### src/rtl/mp_calc_sched_pkg.sv
// rtl/mp_calc_sched_pkg.sv - shared widths, opcodes, latencies and FSM encoding for the calculator scheduler
package mp_calc_pkg;

    localparam int W   = 16;
    localparam int OPW = 8;

    localparam logic [OPW-1:0] OP_ADD  = 8'd0;
    localparam logic [OPW-1:0] OP_SUB  = 8'd1;
    localparam logic [OPW-1:0] OP_MUL  = 8'd2;
    localparam logic [OPW-1:0] OP_AND  = 8'd3;
    localparam logic [OPW-1:0] OP_OR   = 8'd4;
    localparam logic [OPW-1:0] OP_XOR  = 8'd5;
    localparam logic [OPW-1:0] OP_DIV  = 8'd6;
    localparam logic [OPW-1:0] OP_MAC  = 8'd7;
    localparam logic [OPW-1:0] OP_SHL  = 8'd8;
    localparam logic [OPW-1:0] OP_SHR  = 8'd9;
    localparam logic [OPW-1:0] OP_MAX  = OP_SHR;

    // Counter width follows the longest latency so no cycle count can overflow it.
    localparam int LAT_OP7_CYC = 94;
    localparam int CNTW        = $clog2(LAT_OP7_CYC + 1);

    typedef logic [CNTW-1:0] cnt_t;

    localparam cnt_t LAT_BASIC = cnt_t'(9);
    localparam cnt_t LAT_OP6   = cnt_t'(43);
    localparam cnt_t LAT_OP7   = cnt_t'(LAT_OP7_CYC);

    typedef enum logic [1:0] {
        ST_IDLE   = 2'd0,
        ST_LAUNCH = 2'd1,
        ST_WAIT   = 2'd2,
        ST_DONE   = 2'd3
    } state_t;

    // Cycles from the compute pulse until the calculator result may be sampled.
    function automatic cnt_t lat_of(input logic [OPW-1:0] op);
        case (op)
            OP_DIV:  lat_of = LAT_OP6;
            OP_MAC:  lat_of = LAT_OP7;
            default: lat_of = LAT_BASIC;
        endcase
    endfunction

endpackage

### src/rtl/mp_calc_sched_if.sv
// rtl/mp_calc_sched_if.sv - request, response and calculator-side signal bundle for mp_calc_sched
interface mp_calc_sched_if;
    import mp_calc_pkg::*;

    logic           req0_valid;
    logic           req0_ready;
    logic [W-1:0]   req0_a;
    logic [W-1:0]   req0_b;
    logic [W-1:0]   req0_c;
    logic [W-1:0]   req0_d;
    logic [OPW-1:0] req0_opcode;

    logic           req1_valid;
    logic           req1_ready;
    logic [W-1:0]   req1_a;
    logic [W-1:0]   req1_b;
    logic [W-1:0]   req1_c;
    logic [W-1:0]   req1_d;
    logic [OPW-1:0] req1_opcode;

    logic           resp0_valid;
    logic           resp1_valid;
    logic [W-1:0]   resp_data;
    logic [W-1:0]   resp_im;
    logic           resp_illegal;

    logic [W-1:0]   calc_a;
    logic [W-1:0]   calc_b;
    logic [W-1:0]   calc_c;
    logic [W-1:0]   calc_d;
    logic [OPW-1:0] calc_opcode;
    logic           calc_compute;
    logic [W-1:0]   calc_out;
    logic [W-1:0]   calc_im;

    logic           busy;

    modport slave (
        input  req0_valid, req0_a, req0_b, req0_c, req0_d, req0_opcode,
        input  req1_valid, req1_a, req1_b, req1_c, req1_d, req1_opcode,
        input  calc_out, calc_im,
        output req0_ready, req1_ready,
        output resp0_valid, resp1_valid, resp_data, resp_im, resp_illegal,
        output calc_a, calc_b, calc_c, calc_d, calc_opcode, calc_compute,
        output busy
    );

    modport master (
        output req0_valid, req0_a, req0_b, req0_c, req0_d, req0_opcode,
        output req1_valid, req1_a, req1_b, req1_c, req1_d, req1_opcode,
        output calc_out, calc_im,
        input  req0_ready, req1_ready,
        input  resp0_valid, resp1_valid, resp_data, resp_im, resp_illegal,
        input  calc_a, calc_b, calc_c, calc_d, calc_opcode, calc_compute,
        input  busy
    );

endinterface

### src/rtl/mp_calc_sched_rr_arb2.sv
// rtl/mp_calc_sched_rr_arb2.sv - two-input round-robin grant with last-grant memory
module rr_arb2 (
    input  logic       clk,
    input  logic       reset,
    input  logic [1:0] req,
    input  logic       update,
    output logic [1:0] grant
);

    logic last_q;

    // On contention the requester that did not win last time takes the grant.
    always_comb begin
        grant = req;
        if (req == 2'b11) begin
            grant = last_q ? 2'b01 : 2'b10;
        end
    end

    // last_q starts at 1 so requester 0 wins the first contention after reset.
    always_ff @(posedge clk or negedge reset) begin
        if (!reset) begin
            last_q <= 1'b1;
        end else if (update && (grant != 2'b00)) begin
            last_q <= grant[1];
        end
    end

endmodule

### src/rtl/mp_calc_sched.sv
// rtl/mp_calc_sched.sv - two-requester round-robin scheduler in front of MP_calculator
module mp_calc_sched
    import mp_calc_pkg::*;
(
    input  logic           clk,
    input  logic           reset,
    mp_calc_sched_if.slave bus
);

    state_t         state_q;
    state_t         state_d;
    logic [1:0]     grant;
    logic           ready0;
    logic           ready1;
    logic           accept;
    logic           sel1;
    logic           illegal_in;
    logic           owner_q;
    logic           illegal_q;
    cnt_t           cnt_q;
    logic [W-1:0]   sel_a;
    logic [W-1:0]   sel_b;
    logic [W-1:0]   sel_c;
    logic [W-1:0]   sel_d;
    logic [OPW-1:0] sel_op;
    logic [W-1:0]   a_q;
    logic [W-1:0]   b_q;
    logic [W-1:0]   c_q;
    logic [W-1:0]   d_q;
    logic [OPW-1:0] op_q;
    logic [W-1:0]   data_q;
    logic [W-1:0]   im_q;
    logic           compute;
    logic           busy;
    logic           resp0_valid;
    logic           resp1_valid;
    logic           resp_illegal;

    rr_arb2 u_arb (
        .clk    (clk),
        .reset  (reset),
        .req    ({bus.req1_valid, bus.req0_valid}),
        .update (accept),
        .grant  (grant)
    );

    // Ready is gated by reset so a held valid cannot see ready while reset is asserted.
    assign ready0     = (state_q == ST_IDLE) && grant[0] && reset;
    assign ready1     = (state_q == ST_IDLE) && grant[1] && reset;
    assign accept     = ready0 || ready1;
    assign sel1       = grant[1];
    assign sel_a      = sel1 ? bus.req1_a      : bus.req0_a;
    assign sel_b      = sel1 ? bus.req1_b      : bus.req0_b;
    assign sel_c      = sel1 ? bus.req1_c      : bus.req0_c;
    assign sel_d      = sel1 ? bus.req1_d      : bus.req0_d;
    assign sel_op     = sel1 ? bus.req1_opcode : bus.req0_opcode;
    assign illegal_in = (sel_op > OP_MAX);

    // FSM state register.
    always_ff @(posedge clk or negedge reset) begin
        if (!reset) begin
            state_q <= ST_IDLE;
        end else begin
            state_q <= state_d;
        end
    end

    // Next-state and per-state strobes; illegal opcodes skip the calculator entirely.
    always_comb begin
        state_d      = state_q;
        compute      = 1'b0;
        busy         = 1'b1;
        resp0_valid  = 1'b0;
        resp1_valid  = 1'b0;
        resp_illegal = 1'b0;
        case (state_q)
            ST_IDLE: begin
                busy = 1'b0;
                if (accept) begin
                    state_d = illegal_in ? ST_DONE : ST_LAUNCH;
                end
            end
            ST_LAUNCH: begin
                compute = 1'b1;
                state_d = ST_WAIT;
            end
            ST_WAIT: begin
                if (cnt_q == '0) begin
                    state_d = ST_DONE;
                end
            end
            ST_DONE: begin
                resp0_valid  = !owner_q;
                resp1_valid  = owner_q;
                resp_illegal = illegal_q;
                state_d      = ST_IDLE;
            end
            default: state_d = ST_IDLE;
        endcase
    end

    // Operands, owner and illegal flag are captured at accept and held for the whole operation.
    always_ff @(posedge clk or negedge reset) begin
        if (!reset) begin
            a_q       <= '0;
            b_q       <= '0;
            c_q       <= '0;
            d_q       <= '0;
            op_q      <= '0;
            owner_q   <= 1'b0;
            illegal_q <= 1'b0;
        end else if (accept) begin
            a_q       <= sel_a;
            b_q       <= sel_b;
            c_q       <= sel_c;
            d_q       <= sel_d;
            op_q      <= sel_op;
            owner_q   <= sel1;
            illegal_q <= illegal_in;
        end
    end

    // Loaded one short of the latency because WAIT itself spends the cycle in which cnt reaches 0.
    always_ff @(posedge clk or negedge reset) begin
        if (!reset) begin
            cnt_q <= '0;
        end else if (state_q == ST_LAUNCH) begin
            cnt_q <= lat_of(op_q) - cnt_t'(1);
        end else if ((state_q == ST_WAIT) && (cnt_q != '0)) begin
            cnt_q <= cnt_q - cnt_t'(1);
        end
    end

    // Result registers: cleared for an illegal request, captured on the final WAIT cycle, otherwise held.
    always_ff @(posedge clk or negedge reset) begin
        if (!reset) begin
            data_q <= '0;
            im_q   <= '0;
        end else if (accept && illegal_in) begin
            data_q <= '0;
            im_q   <= '0;
        end else if ((state_q == ST_WAIT) && (cnt_q == '0)) begin
            data_q <= bus.calc_out;
            im_q   <= bus.calc_im;
        end
    end

    assign bus.req0_ready   = ready0;
    assign bus.req1_ready   = ready1;
    assign bus.calc_a       = a_q;
    assign bus.calc_b       = b_q;
    assign bus.calc_c       = c_q;
    assign bus.calc_d       = d_q;
    assign bus.calc_opcode  = op_q;
    assign bus.calc_compute = compute;
    assign bus.resp0_valid  = resp0_valid;
    assign bus.resp1_valid  = resp1_valid;
    assign bus.resp_illegal = resp_illegal;
    assign bus.resp_data    = data_q;
    assign bus.resp_im      = im_q;
    assign bus.busy         = busy;

endmodule

### src/flat_wrapper.sv
// flat-port wrapper written by rule: the top's interface ports become plain ports
module mp_calc_sched_flat import mp_calc_pkg::*;
  (clk, reset, bus_req0_valid, bus_req0_a, bus_req0_b, bus_req0_c, bus_req0_d, bus_req0_opcode, bus_req1_valid, bus_req1_a, bus_req1_b, bus_req1_c, bus_req1_d, bus_req1_opcode, bus_calc_out, bus_calc_im, bus_req0_ready, bus_req1_ready, bus_resp0_valid, bus_resp1_valid, bus_resp_data, bus_resp_im, bus_resp_illegal, bus_calc_a, bus_calc_b, bus_calc_c, bus_calc_d, bus_calc_opcode, bus_calc_compute, bus_busy);
  mp_calc_sched_if bus_i ();
  input  logic clk;
  input  logic reset;
  input wire logic [$bits(bus_i.req0_valid)-1:0] bus_req0_valid;
  input wire logic [$bits(bus_i.req0_a)-1:0] bus_req0_a;
  input wire logic [$bits(bus_i.req0_b)-1:0] bus_req0_b;
  input wire logic [$bits(bus_i.req0_c)-1:0] bus_req0_c;
  input wire logic [$bits(bus_i.req0_d)-1:0] bus_req0_d;
  input wire logic [$bits(bus_i.req0_opcode)-1:0] bus_req0_opcode;
  input wire logic [$bits(bus_i.req1_valid)-1:0] bus_req1_valid;
  input wire logic [$bits(bus_i.req1_a)-1:0] bus_req1_a;
  input wire logic [$bits(bus_i.req1_b)-1:0] bus_req1_b;
  input wire logic [$bits(bus_i.req1_c)-1:0] bus_req1_c;
  input wire logic [$bits(bus_i.req1_d)-1:0] bus_req1_d;
  input wire logic [$bits(bus_i.req1_opcode)-1:0] bus_req1_opcode;
  input wire logic [$bits(bus_i.calc_out)-1:0] bus_calc_out;
  input wire logic [$bits(bus_i.calc_im)-1:0] bus_calc_im;
  output wire logic [$bits(bus_i.req0_ready)-1:0] bus_req0_ready;
  output wire logic [$bits(bus_i.req1_ready)-1:0] bus_req1_ready;
  output wire logic [$bits(bus_i.resp0_valid)-1:0] bus_resp0_valid;
  output wire logic [$bits(bus_i.resp1_valid)-1:0] bus_resp1_valid;
  output wire logic [$bits(bus_i.resp_data)-1:0] bus_resp_data;
  output wire logic [$bits(bus_i.resp_im)-1:0] bus_resp_im;
  output wire logic [$bits(bus_i.resp_illegal)-1:0] bus_resp_illegal;
  output wire logic [$bits(bus_i.calc_a)-1:0] bus_calc_a;
  output wire logic [$bits(bus_i.calc_b)-1:0] bus_calc_b;
  output wire logic [$bits(bus_i.calc_c)-1:0] bus_calc_c;
  output wire logic [$bits(bus_i.calc_d)-1:0] bus_calc_d;
  output wire logic [$bits(bus_i.calc_opcode)-1:0] bus_calc_opcode;
  output wire logic [$bits(bus_i.calc_compute)-1:0] bus_calc_compute;
  output wire logic [$bits(bus_i.busy)-1:0] bus_busy;
  assign bus_i.req0_valid = bus_req0_valid;
  assign bus_i.req0_a = bus_req0_a;
  assign bus_i.req0_b = bus_req0_b;
  assign bus_i.req0_c = bus_req0_c;
  assign bus_i.req0_d = bus_req0_d;
  assign bus_i.req0_opcode = bus_req0_opcode;
  assign bus_i.req1_valid = bus_req1_valid;
  assign bus_i.req1_a = bus_req1_a;
  assign bus_i.req1_b = bus_req1_b;
  assign bus_i.req1_c = bus_req1_c;
  assign bus_i.req1_d = bus_req1_d;
  assign bus_i.req1_opcode = bus_req1_opcode;
  assign bus_i.calc_out = bus_calc_out;
  assign bus_i.calc_im = bus_calc_im;
  assign bus_req0_ready = bus_i.req0_ready;
  assign bus_req1_ready = bus_i.req1_ready;
  assign bus_resp0_valid = bus_i.resp0_valid;
  assign bus_resp1_valid = bus_i.resp1_valid;
  assign bus_resp_data = bus_i.resp_data;
  assign bus_resp_im = bus_i.resp_im;
  assign bus_resp_illegal = bus_i.resp_illegal;
  assign bus_calc_a = bus_i.calc_a;
  assign bus_calc_b = bus_i.calc_b;
  assign bus_calc_c = bus_i.calc_c;
  assign bus_calc_d = bus_i.calc_d;
  assign bus_calc_opcode = bus_i.calc_opcode;
  assign bus_calc_compute = bus_i.calc_compute;
  assign bus_busy = bus_i.busy;
  mp_calc_sched u_core (.clk(clk), .reset(reset), .bus(bus_i));
endmodule
### config.mk
export PLATFORM = sky130hd
export DESIGN_NAME = mp_calc_sched_flat
export DESIGN_NICKNAME = d
export VERILOG_FILES = /design/src/rtl/mp_calc_sched_pkg.sv /design/src/rtl/mp_calc_sched_if.sv /design/src/rtl/mp_calc_sched_rr_arb2.sv /design/src/rtl/mp_calc_sched.sv /design/src/flat_wrapper.sv
export SDC_FILE = /design/constraint.sdc
export NUM_CORES = 1
export LEC_CHECK = 0
export BUFFER_PORTS_ARGS = -buffer_cell sky130_fd_sc_hd__buf_2
export CAP_MARGIN = 10
export CORE_ASPECT_RATIO = 1.4
export CORE_UTILIZATION = 40
export CTS_CLUSTER_DIAMETER = 80
export DETAILED_ROUTE_END_ITERATION = 8
export PLACE_DENSITY = 0.69
export SYNTH_ARGS = -nofsm -noshare
export SYNTH_HDL_FRONTEND = slang
export SYNTH_SLANG_ARGS = --single-unit
### constraint.sdc
create_clock -name clk -period 2.6 [get_ports clk]
set_input_delay 0.39 -clock clk [delete_from_list [all_inputs] [get_ports clk]]
set_output_delay 0.39 -clock clk [all_outputs]
set_load 0.05 [all_outputs]
==> impl_metrics.env <==
export IMPL_outcome="finished clean"
export IMPL_die_area_mm2=0.0144
export IMPL_final_antenna_net_count=0
export IMPL_placement_rows=50
export IMPL_viasPerCell=4.70
export IMPL_routed_wl_um=14400
export IMPL_place_congestion=0.818
export IMPL_p_per_area_mw_per_mm2=1420
export IMPL_count_of_max_cap_constraint_violations=0
export IMPL_grt_first_pass_wirelength_um=21800
export IMPL_antenna_cells=0
export IMPL_dpl_instance_area_mm2=0.00714
export IMPL_routed_wire_length_per_instance_um=14.1
export IMPL_power_share_combinational_pct=49.7
export IMPL_grt_overflow=0
export IMPL_tritoncts_clock_tree="yes"
export IMPL_start_util_pct=41.3
export IMPL_synth_enable_flop_cells=0
export IMPL_clock_path_buffers=2
export IMPL_pin_count_of_the_biggest_net_entering_global_routing=87
export IMPL_peakVddDrop_mv=0.655
export IMPL_class_of_the_worst_hold_path="in -> async"
export IMPL_final_period_minus_worst_setup_slack_ps=2410
export IMPL_sequential_area_share_after_synthesis_pct=52.0
export IMPL_cp_slowest_cell="sky130_fd_sc_hd__a211oi_4"
export IMPL_antenna_found_initial=0
export IMPL_most_common_layout_cells="sky130_fd_sc_hd__buf_2, sky130_fd_sc_hd__nand2_1, sky130_fd_sc_hd__dfrtp_1"
export IMPL_top_ff_cell_synth="sky130_fd_sc_hd__dfrtp_1"
export IMPL_path_max_fanout=18
export IMPL_ff2ff_setup_slack_ps=190
export IMPL_worstPathCellList="inv_1 -> ha_1 -> o211ai_1 -> a211oi_4 -> buf_4 -> a21oi_2"
export IMPL_layout_cell_area_non_filler_mm2=0.00778
export IMPL_numPlacedInstances=990
export IMPL_power_dissipated_by_switching_net_loads_uw=5410
export IMPL_drc_errors=0
export IMPL_track_usage_pct=19.7
export IMPL_timing_critical_path_from_type="flip-flop"
export IMPL_finalMaxSlewViolations=0
export IMPL_route_vias_total=4808
export IMPL_netSwitchingFraction_pct=48.9
export IMPL_area_growth_synth_to_final_pct=39.3
export IMPL_timing_worst_setup_path_type="reg -> reg"
export IMPL_syn_inst=543
export IMPL_ys_warnings_count=0
export IMPL_final_cycle_utilization_of_the_critical_path_pct=92.6
export IMPL_rsz_0062_raised_after_global_routing="no"
export IMPL_transition_time_at_the_pin_with_the_least_slew_margin_ps=1070
export IMPL_synth_async_sr_flop_share_pct=100
export IMPL_detailedRoute_firstIterationViolations=122
export IMPL_port_buffers=290
export IMPL_first_global_vias=4425
export IMPL_slowest_delay_ps=860
export IMPL_slew_headroom_pct=28.5
export IMPL_die_width_um=102
export IMPL_post_synth_cell_area_avg_um2=10.3
export IMPL_core_area_mm2=0.0135
export IMPL_fin_worst_skew_ps=8.50
export IMPL_finish_net_count=1013
export IMPL_cts_sink_count=116
export IMPL_htree_levels=4
export IMPL_postSynthRegisterBits=116
export IMPL_fmaxAchievable_ghz=0.415
export IMPL_clk_latency_ps=410
export IMPL_critPathRequiredTime_ps=2880
export IMPL_dp_worst_setup_slack_ps=63.0
export IMPL_tritoncts_num_buffers=17
export IMPL_post_dp_hpwl_um=10700
export IMPL_finalWorstSetupSlack_ps=192
export IMPL_leakage_uw=0.00411
export IMPL_post_route_cells_drive_above_1_share_pct=44.2
export IMPL_pwr_share_seq_pct=27.8
export IMPL_final_setup_violation_count=0
export IMPL_clkTransAtPathRegs_ps=50
export IMPL_first_pass_iters=4
export IMPL_utilization_pct=57.5
export IMPL_power_internal_uw=5660
export IMPL_final_cell_count_no_fill=1022
export IMPL_tns_setup_ps=0
export IMPL_syn_cell_area_mm2=0.00558
export IMPL_clock_root_buffer="sky130_fd_sc_hd__clkbuf_16"
export IMPL_post_syn_nets=729
export IMPL_worstSetupEndpointType="flip-flop"
export IMPL_worst_endpoint_arrival_ps=2690
export IMPL_io_pin_count=291
export IMPL_netlist_cell_type_count=44
export IMPL_mostFrequentLayoutCell="sky130_fd_sc_hd__buf_2"
export IMPL_cts_setup_buffers=0
export IMPL_report_final_hold_viol_count=0
export IMPL_vertical_extent_of_the_die_um=142
export IMPL_clockPowerShare_pct=22.4
state kept, by name, summed over array words and instances, names as in the netlist:
signal	cells
u_core.bus.calc_a	16
u_core.bus.calc_b	16
u_core.bus.calc_c	16
u_core.bus.calc_d	16
u_core.bus.calc_opcode	8
u_core.bus.resp_data	16
u_core.bus.resp_im	16
u_core.cnt_q	7
u_core.illegal_q	1
u_core.owner_q	1
u_core.state_q	2
u_core.u_arb.last_q	1
layout make-up:
| cell class | count | area [um2] |
|---|---|---|
| clock inverters | 12 | 178 |
| well taps | 182 | 228 |
| repair buffers | 300 | 1550 |
| flip-flops and latches | 116 | 2900 |
| clock buffers | 20 | 457 |
| inverters | 6 | 22.5 |
| multi-input cells | 386 | 2440 |
| fillers | 1252 | 5740 |
layer usage:
| layer | wire length (um) | global-route usage, % | share of wire (%) | up-vias |
|---|---|---|---|---|
| met2 | 7440 | 35.4 | 52 | 195 |
| met5 | 0 | 0 | 0 | - |
| met4 | 139 | 6.32 | 0.97 | 0 |
| li1 | - | - | - | 2431 |
| met1 | 5840 | 22.7 | 41 | 2169 |
| met3 | 958 | 5.02 | 6.7 | 13 |
synth_stat cells (4+ instances only):
master	number	area [um2]
sky130_fd_sc_hd__nor2_1	4	15.0
sky130_fd_sc_hd__o21a_1	4	30.0
sky130_fd_sc_hd__buf_6	8	90.1
sky130_fd_sc_hd__nand2_1	142	533
sky130_fd_sc_hd__o211ai_1	5	37.5
sky130_fd_sc_hd__a21oi_2	30	263
sky130_fd_sc_hd__a21o_1	4	30.0
sky130_fd_sc_hd__mux2i_1	74	741
sky130_fd_sc_hd__o21ai_0	60	300
sky130_fd_sc_hd__inv_1	6	22.5
sky130_fd_sc_hd__dfrtp_1	115	2880
sky130_fd_sc_hd__ha_1	6	75.1
sky130_fd_sc_hd__o21ai_1	17	85.1
sky130_fd_sc_hd__a21oi_1	5	25.0
sky130_fd_sc_hd__clkbuf_1	14	52.6
sky130_fd_sc_hd__buf_2	11	55.1
per-stage QoR:
step | total power [uW] | hold slack (ps)
2_1_floorplan | 7310 | 94.4
3_3_place_gp | 8570 | 456
3_5_place_dp | 8650 | 460
4_1_cts | 11200 | 37.6
5_1_grt | 11700 | 69.4
6_report | 11100 | 35.4
power groups by stage:
stage	clock, uW	combinational (uW)	sequential [uW]
detailed placement	0	5550	3100
global placement	0	5480	3080
global route	2610	5850	3190
floorplan	0	1690	5620
finish	2480	5500	3080
CTS	2540	5550	3080
cells by family (layout without fill, tap and decap cells):
| kind of cell | after synthesis | after routing | share of synthesized area, % |
|---|---|---|---|
| AND/OR/NAND/NOR | 170 | 170 | 13.2 |
| AO/OA/AOI/OAI | 134 | 134 | 15.6 |
| flip-flops | 116 | 116 | 52.0 |
| multiplexers | 74 | 74 | 13.3 |
| buffers and inverters | 41 | 338 | 4.21 |
| adder cells (fa/ha/maj) | 6 | 6 | 1.34 |
| XOR/XNOR | 2 | 2 | 0.314 |
worst paths after layout:
| path | from | end | cells after the start |
|---|---|---|---|
| worst max-delay path | u_core.state_q[1] | u_core.bus.resp_im[4] | 6 |
| worst min-delay path | reset | u_core.bus.resp_im[2] | 2 |
| worst max register to register | u_core.state_q[1] | u_core.bus.resp_im[4] | 6 |
| worst min register to register | u_core.illegal_q | u_core.illegal_q | 1 |
| max in group asynchronous | reset | u_core.bus.calc_b[15] | 2 |
| min in group clk | bus_calc_out[7] | u_core.bus.resp_data[7] | 3 |
timing repair:
action	in CTS	in global routing
gates resized for setup	0	1
endpoints found under the setup margin	0	43
hold endpoints to repair	0	0
hold buffers	0	0
critical path: cells and delay by family, from the launching register on:
family,cells,cell delay [ps]
AO/OA/AOI/OAI,3,1080
adder cells (fa/ha/maj),1,240
buffers and inverters,2,560
flip-flops,1,400
(Power assumes the default switching activity.)
